==> config.mk <==
export PLATFORM = sky130hd
export DESIGN_NAME = input_port_buffer
export DESIGN_NICKNAME = d
export VERILOG_FILES = /design/src/rtl/input_port_buffer.sv
export SDC_FILE = /design/constraint.sdc
export NUM_CORES = 1
export LEC_CHECK = 0
export ABC_CLOCK_PERIOD_IN_PS = 5300
export BUFFER_PORTS_ARGS = -buffer_cell sky130_fd_sc_hd__buf_2
export CORE_MARGIN = 2
export CORE_UTILIZATION = 60
export DETAILED_ROUTE_END_ITERATION = 10
export PLACE_DENSITY = 0.84
export SLEW_MARGIN = 20
export SYNTH_ARGS = -nofsm -noshare
export SYNTH_HDL_FRONTEND = slang
export SYNTH_SLANG_ARGS = --single-unit
==> constraint.sdc <==
create_clock -name clk -period 5.3 [get_ports clk]
set_input_delay 0.265 -clock clk [delete_from_list [all_inputs] [get_ports clk]]
set_output_delay 0.265 -clock clk [all_outputs]
set_load 0.1 [all_outputs]
==> src/rtl/input_port_buffer.sv <==
// Per-input-port flit FIFO: buffers flits, hands head destinations to route computation and
// presents the packet with its latched output port until the tail leaves.

package params_noc;
  typedef enum logic [2:0] {LOCAL, NORTH, EAST, SOUTH, WEST} inout_Port;
endpackage

module input_port_buffer
  import params_noc::*;
#(
  parameter int unsigned BUFFER_DEPTH    = 4,
  parameter int unsigned FLIT_SIZE       = 16,
  parameter int unsigned x_Des_Addr_Size = 5,
  parameter int unsigned y_Des_Addr_Size = 5
) (
  input  logic                       clk,
  input  logic                       rst_n,
  input  logic [FLIT_SIZE-1:0]       data_i,
  input  logic                       valid_i,
  output logic                       ready_o,
  output logic [x_Des_Addr_Size-1:0] x_Dest,
  output logic [y_Des_Addr_Size-1:0] y_Dest,
  input  inout_Port                  port_i,
  output logic [FLIT_SIZE-1:0]       flit_o,
  output logic                       valid_o,
  input  logic                       read_i,
  output inout_Port                  out_port_o,
  output logic                       error_o
);

  localparam int unsigned PtrW = $clog2(BUFFER_DEPTH);
  localparam int unsigned CntW = $clog2(BUFFER_DEPTH + 1);

  typedef enum logic [1:0] {StIdle, StRoute, StActive} state_e;

  logic [FLIT_SIZE-1:0] mem_q [BUFFER_DEPTH];
  logic [PtrW-1:0]      wr_ptr_q, rd_ptr_q;
  logic [CntW-1:0]      count_q, count_d;
  state_e               state_q;

  logic [FLIT_SIZE-1:0] front;
  logic [1:0]           front_type;
  logic                 not_empty;
  logic                 front_head;
  logic                 front_tail;
  logic                 push;
  logic                 pop;
  logic                 drop;

  assign front      = mem_q[rd_ptr_q];
  assign front_type = front[FLIT_SIZE-1 -: 2];
  assign not_empty  = (count_q != '0);
  // HEAD = 00, HEADTAIL = 11; TAIL and HEADTAIL both have the upper type bit set.
  assign front_head = (front_type == 2'b00) || (front_type == 2'b11);
  assign front_tail = front_type[1];

  assign ready_o = (count_q != CntW'(BUFFER_DEPTH));
  assign valid_o = (state_q == StActive) && not_empty;
  assign flit_o  = front;

  assign push = valid_i && ready_o;
  assign drop = (state_q == StIdle) && not_empty && !front_head;
  assign pop  = drop || (valid_o && read_i);

  always_comb begin
    count_d = count_q;
    unique case ({push, pop})
      2'b10:   count_d = count_q + CntW'(1);
      2'b01:   count_d = count_q - CntW'(1);
      default: count_d = count_q;
    endcase
  end

  always_ff @(posedge clk) begin
    if (push) begin
      mem_q[wr_ptr_q] <= data_i;
    end
  end

  // Pointers wrap naturally since the depth is a power of two.
  always_ff @(posedge clk) begin
    if (!rst_n) begin
      wr_ptr_q <= '0;
      rd_ptr_q <= '0;
      count_q  <= '0;
    end else begin
      if (push) begin
        wr_ptr_q <= wr_ptr_q + PtrW'(1);
      end
      if (pop) begin
        rd_ptr_q <= rd_ptr_q + PtrW'(1);
      end
      count_q <= count_d;
    end
  end

  always_ff @(posedge clk) begin
    if (!rst_n) begin
      state_q    <= StIdle;
      x_Dest     <= '0;
      y_Dest     <= '0;
      out_port_o <= LOCAL;
      error_o    <= 1'b0;
    end else begin
      error_o <= 1'b0;
      unique case (state_q)
        StIdle: begin
          if (not_empty) begin
            if (front_head) begin
              x_Dest  <= front[FLIT_SIZE-3 -: x_Des_Addr_Size];
              y_Dest  <= front[FLIT_SIZE-3-x_Des_Addr_Size -: y_Des_Addr_Size];
              state_q <= StRoute;
            end else begin
              error_o <= 1'b1;
            end
          end
        end
        StRoute: begin
          out_port_o <= port_i;
          state_q    <= StActive;
        end
        StActive: begin
          if (valid_o && read_i && front_tail) begin
            state_q <= StIdle;
          end
        end
        default: state_q <= StIdle;
      endcase
    end
  end

endmodule
---- After elaboration in Yosys (flattened, before gate mapping) ----
Memory sizes are Yosys's and may differ from the RTL's. A register that Yosys moved wholly into a read port is not among the register bits.
Cells that the tools add are included.
W data, S select, Z words.
word-level totals
  flip-flop bits (word level) ............. 23
  RAM bits ................................ 64
  memories kept ........................... 1
memory list
  name   depth  bits a word  rd ports  clocked after Yosys merged registers in  wr ports  line  text
  mem_q  4      16           1         1                                        1         36    logic [FLIT_SIZE-1:0] mem_q [BUFFER_DEPTH];
cells by class
  $add $sub $neg .......................... 4
  eq/ne operators ......................... 9
  mux-type cells .......................... 10
  reduce and logical (&&, ||, !) cells .... 16
operators by type and width
  kind                   number
  $mux W2                5
  $reduce_and A3 Y1      3
  $eq A2 B2 Y1 const B   3
  $logic_and A1 B1 Y1    6
  $pmux W2 S3            1
  $pmux W3 S2            1
  $add A2 B1 Y2 const B  2
  $eq A2 B1 Y1 const B   2
  $logic_not A2 Y1       2
  $ne A2 B2 Y1 const B   2
  $add A3 B1 Y3 const B  1
  $mux W1                3
  $ne A3 B3 Y1 const B   1
  $reduce_bool A3 Y1     1
  $sub A3 B1 Y3 const B  1
  $logic_or A1 B1 Y1     2
  $ne A2 B1 Y1 const B   1
  $reduce_bool A2 Y1     1
  $logic_not A1 Y1       1

---- Logic depth before layout (Yosys ltp) ----
  word-level depth ........................ 7
  mapped depth ............................ 10
  depth with buffers taken out ............ 10

---- Least setup slack after synthesis ----
No wires, ideal clock.
  path type ............................... register -> output
  from .................................... reg state_q[1]
  to ...................................... out valid_o
  data arrival time ....................... 2.705 ns
  setup slack ............................. 2.330 ns
  stages on the path, launching flop included .. 4
  path buffers ............................ 1
  path through ............................ dfxtp_1 > clkbuf_1 > inv_1 > nor3_1
on the way
  word-level cells in the longest chain between the ends .. 2
ends and longest elaborated chain
  what                      line  text
  start: declaration        39    state_e state_q;
  start signal: assignment  99    state_q <= StIdle;
  start signal: assignment  112   state_q <= StRoute;
  start signal: assignment  120   state_q <= StActive;
  $eq A2 B2 Y1              58    assign valid_o = (state_q == StActive) && not_empty;
  $logic_and A1 B1 Y1       58
  end: declaration          25    output logic valid_o,
No other way between the ends.

==> impl_summary.md <==
Placement
The worst slack after detailed placement is 2.26 ns. The count of buffers added on input and output ports is 54. The placer's final routability congestion estimate is 0.764. Summed over all nets, the half-perimeter wirelength after detailed placement is 4490 um.

Detailed routing
The routed via count is 2,134. The detail route stage leaves a number of antenna-violating nets equal to 0. The final routed wire length divided by cell count is 18.7 um.

After detailed routing, the number of remaining DRC violations is 0. The count of TritonRoute iterations in the first routing pass is 4. The final wirelength is 6660 um. The detailed router's first-iteration violation count is 179.

In the routed layout, each cell is associated on average with a via count of 5.99.

Critical path
STA classifies the critical path startpoint as a register. The critical path is of the register to register type. The critical path goes through buf_4, mux4_1, a21oi_1, ha_1, inv_1, fa_1, xor2_1, or3_1, a21oi_1.

The data required time at the worst endpoint is 5.59 ns. The most numerous cell on the critical path is sky130_fd_sc_hd__a21oi_1. On the critical path the largest part of the delay comes from multiplexers. Together, buffers and inverters on the worst path number 2. The biggest fanout along the worst timing path is 18. The data arrival time at the worst-slack endpoint is 3.34 ns. In this design, the stage delay of the slowest critical-path cell is 0.85 ns. The endpoint class of the critical path is a register.

The highest-delay cell along the critical path is sky130_fd_sc_hd__mux4_1.

Timing
The number of setup violations in the final report is 0. The number of max-slew violations in the final report is 0. Timing would allow up to 328 MHz.

The measured slew at the worst slew-check pin is 0.902 ns. In the final timing run, aggregate negative setup slack is 0 ns. The relative slew slack is 39.9%. The worst setup margin is 2.25 ns. Setup repair after global routing left no endpoint under its margin.

The period utilization is 57.5%. The post-route minimum period is 3.05 ns. The hold violation total from the final report was 0.

The clock arrives with 0.00945 ns of skew.

Synthesis
The number of flip-flops and latches in the synthesized netlist is 89. The post-synthesis cell type with the largest combined area is sky130_fd_sc_hd__edfxtp_1. In the post-synthesis netlist, the biggest area contributors are sky130_fd_sc_hd__edfxtp_1, sky130_fd_sc_hd__dfxtp_1, sky130_fd_sc_hd__mux4_2, sky130_fd_sc_hd__mux4_1, sky130_fd_sc_hd__a21oi_1. The Yosys step of the flow raised 0 warnings.

The share of synthesized area occupied by flip-flops and latches is 68.3%. The flip-flop cell with the highest count after synthesis is sky130_fd_sc_hd__edfxtp_1. Yosys mapped the design onto 31 distinct sky130hd cell types. The average instance in the mapped netlist occupies 16.1 um^2. After synthesis the cells add up to 3550 um^2.

The number of nets produced by synthesis is 250. Among all cell types in the netlist, the one instantiated most often is sky130_fd_sc_hd__edfxtp_1. Sorting the synthesized cells by how often they occur yields sky130_fd_sc_hd__edfxtp_1, sky130_fd_sc_hd__dfxtp_1, sky130_fd_sc_hd__a21oi_1.

The share of synthesized area in the top cell type comes to 54.2%. The post-synthesis instance total is 221. In this run, synthesis inferred 64 flip-flops with an integrated enable. The share of synthesized flip-flops with an asynchronous set or reset is 0%.

Clocking
The clock drives 89 sinks. The worst-case clock buffer depth is 2. Buffers inserted to repair hold after CTS numbered 0. The number of clock buffers added by TritonCTS is 9. Once the clock tree was built, the setup fixing pass inserted 0 buffers. Clock tree synthesis selected as its root buffer the cell sky130_fd_sc_hd__clkbuf_8.

TritonCTS built the clock tree. In this run the number of H-tree levels came out at 3. The clock slew seen by the registers of the worst setup and hold paths is 0.10 ns. The number of gates resized after CTS is 0. The clock reaches the later pin of the worst-skew pair after 0.37 ns.

Final layout
0 antenna diodes ended up in the layout. The number of nets in the layout is 305. Cells fill 69.8% of the core in the end. Compared with the post-synthesis result, the final layout area differs by 14.4%. The fraction of layout instances using a drive strength above 1 is 30.2%.

Die
The initialized floorplan defines 28 standard-cell rows. The I/O pin count is 55. The overall die area is 6540 um^2. For this configuration, the core starts out at a cell density of 61.0%. The core region is 5820 um^2.

Measured along the y axis, the die boundary spans 80.9 um. In this run the horizontal extent of the chip is 80.9 um.

Run
Max-cap violations in this run came to 0.

GRT
The maximum number of pins on one net before global-route repair is 23. The via count of the first global-routing pass came to 2,033. The first-pass GRT wire length is 10,200 um. The global router's overall resource usage is 22.1%. The sum of overflow across all layers after global routing is 0. The number of antenna violations at the first check in global routing is 0.

Worst hold path
In this run the worst hold path is classified as input port to register.

Run status
The run finished with clean final reports.
==> worst reg2reg max path: cells and delay by family, from the launching register on <==
kind / cells / cell delay (ns)
adders and majority gates: 2 / 0.57
muxes: 1 / 0.85
buffers and inverters: 2 / 0.37
and+or+nand+nor: 1 / 0.31
DFF: 1 / 0.32
AOI/OAI and AO/OA: 2 / 0.40
xor gates and xnor gates: 1 / 0.16
==> layout by cell type, fill, tap and decap left out, types with 8 or more instances in the layout <==
master,n
sky130_fd_sc_hd__o21ai_0,9
sky130_fd_sc_hd__buf_2,54
sky130_fd_sc_hd__mux4_2,12
sky130_fd_sc_hd__a21oi_1,15
sky130_fd_sc_hd__nor2_1,9
sky130_fd_sc_hd__nand3_1,10
sky130_fd_sc_hd__edfxtp_1,64
sky130_fd_sc_hd__clkbuf_8,9
sky130_fd_sc_hd__dfxtp_1,25
sky130_fd_sc_hd__inv_1,8
==> routing by layer <==
layer,vias up,global-route usage [%],part of all wire (%)
met5,-,0,0
met4,0,12.0,2.8
met3,18,3.67,5.7
met2,92,35.7,49
met1,1059,28.8,42
li1,965,-,-
==> final cells by class <==
class,instances,area [um^2]
Sequential cell,89,2420
Clock buffer,9,124
Inverter,8,30.0
Timing Repair Buffer,55,278
Multi-Input combinational cell,113,1040
Fill cell,406,1760
Tap cell,75,93.8
Clock inverter,7,66.3
==> logic make-up (layout without fill, tap and decap cells) <==
kind of cell               Yosys count  after routing  synth area share (%)
AOI/OAI and AO/OA                   30             30                  4.65
xor gates and xnor gates            11             11                  2.72
adders and majority gates            6              6                  2.33
buffers and inverters               19             79                  2.47
DFF                                 89             89                  68.3
muxes                               22             22                  13.2
and+or+nand+nor                     44             44                  6.38
==> final timing paths <==
kind | start | to | slack [ns] | cells past startpoint
min reg2reg | y_Dest[4]$_SDFFE_PN0P_ | y_Dest[4]$_SDFFE_PN0P_ | 0.48 | 2
max reg2reg | register | count_q[2]$_SDFFE_PN0P_ | 2.25 | 9
max | register | count_q[2]$_SDFFE_PN0P_ | 2.25 | 9
min | data_i[1] | mem_q[2][1]$_DFFE_PP_ | 0.10 | 1
==> sequential cells by signal, indices dropped and copies added, names as in the netlist, 2 cells and up, named ones only <==
register,count
out_port_o,3
y_Dest,5
x_Dest,5
mem_q,64
count_q,3
wr_ptr_q,2
state_q,2
rd_ptr_q,2
==> per-stage QoR <==
stage	hold slack (ns)	area, um^2	std cells
2_1_floorplan	0.364	3550	221
3_3_place_gp	0.461	3860	340
3_5_place_dp	0.468	3860	340
4_1_cts	0.0923	4050	356
5_1_grt	0.0936	4060	356
6_report	0.105	4060	356
Power is left out: the tool's default activity adds up to more than one toggle a clock period on the data nets, which glitch-free logic cannot reach.
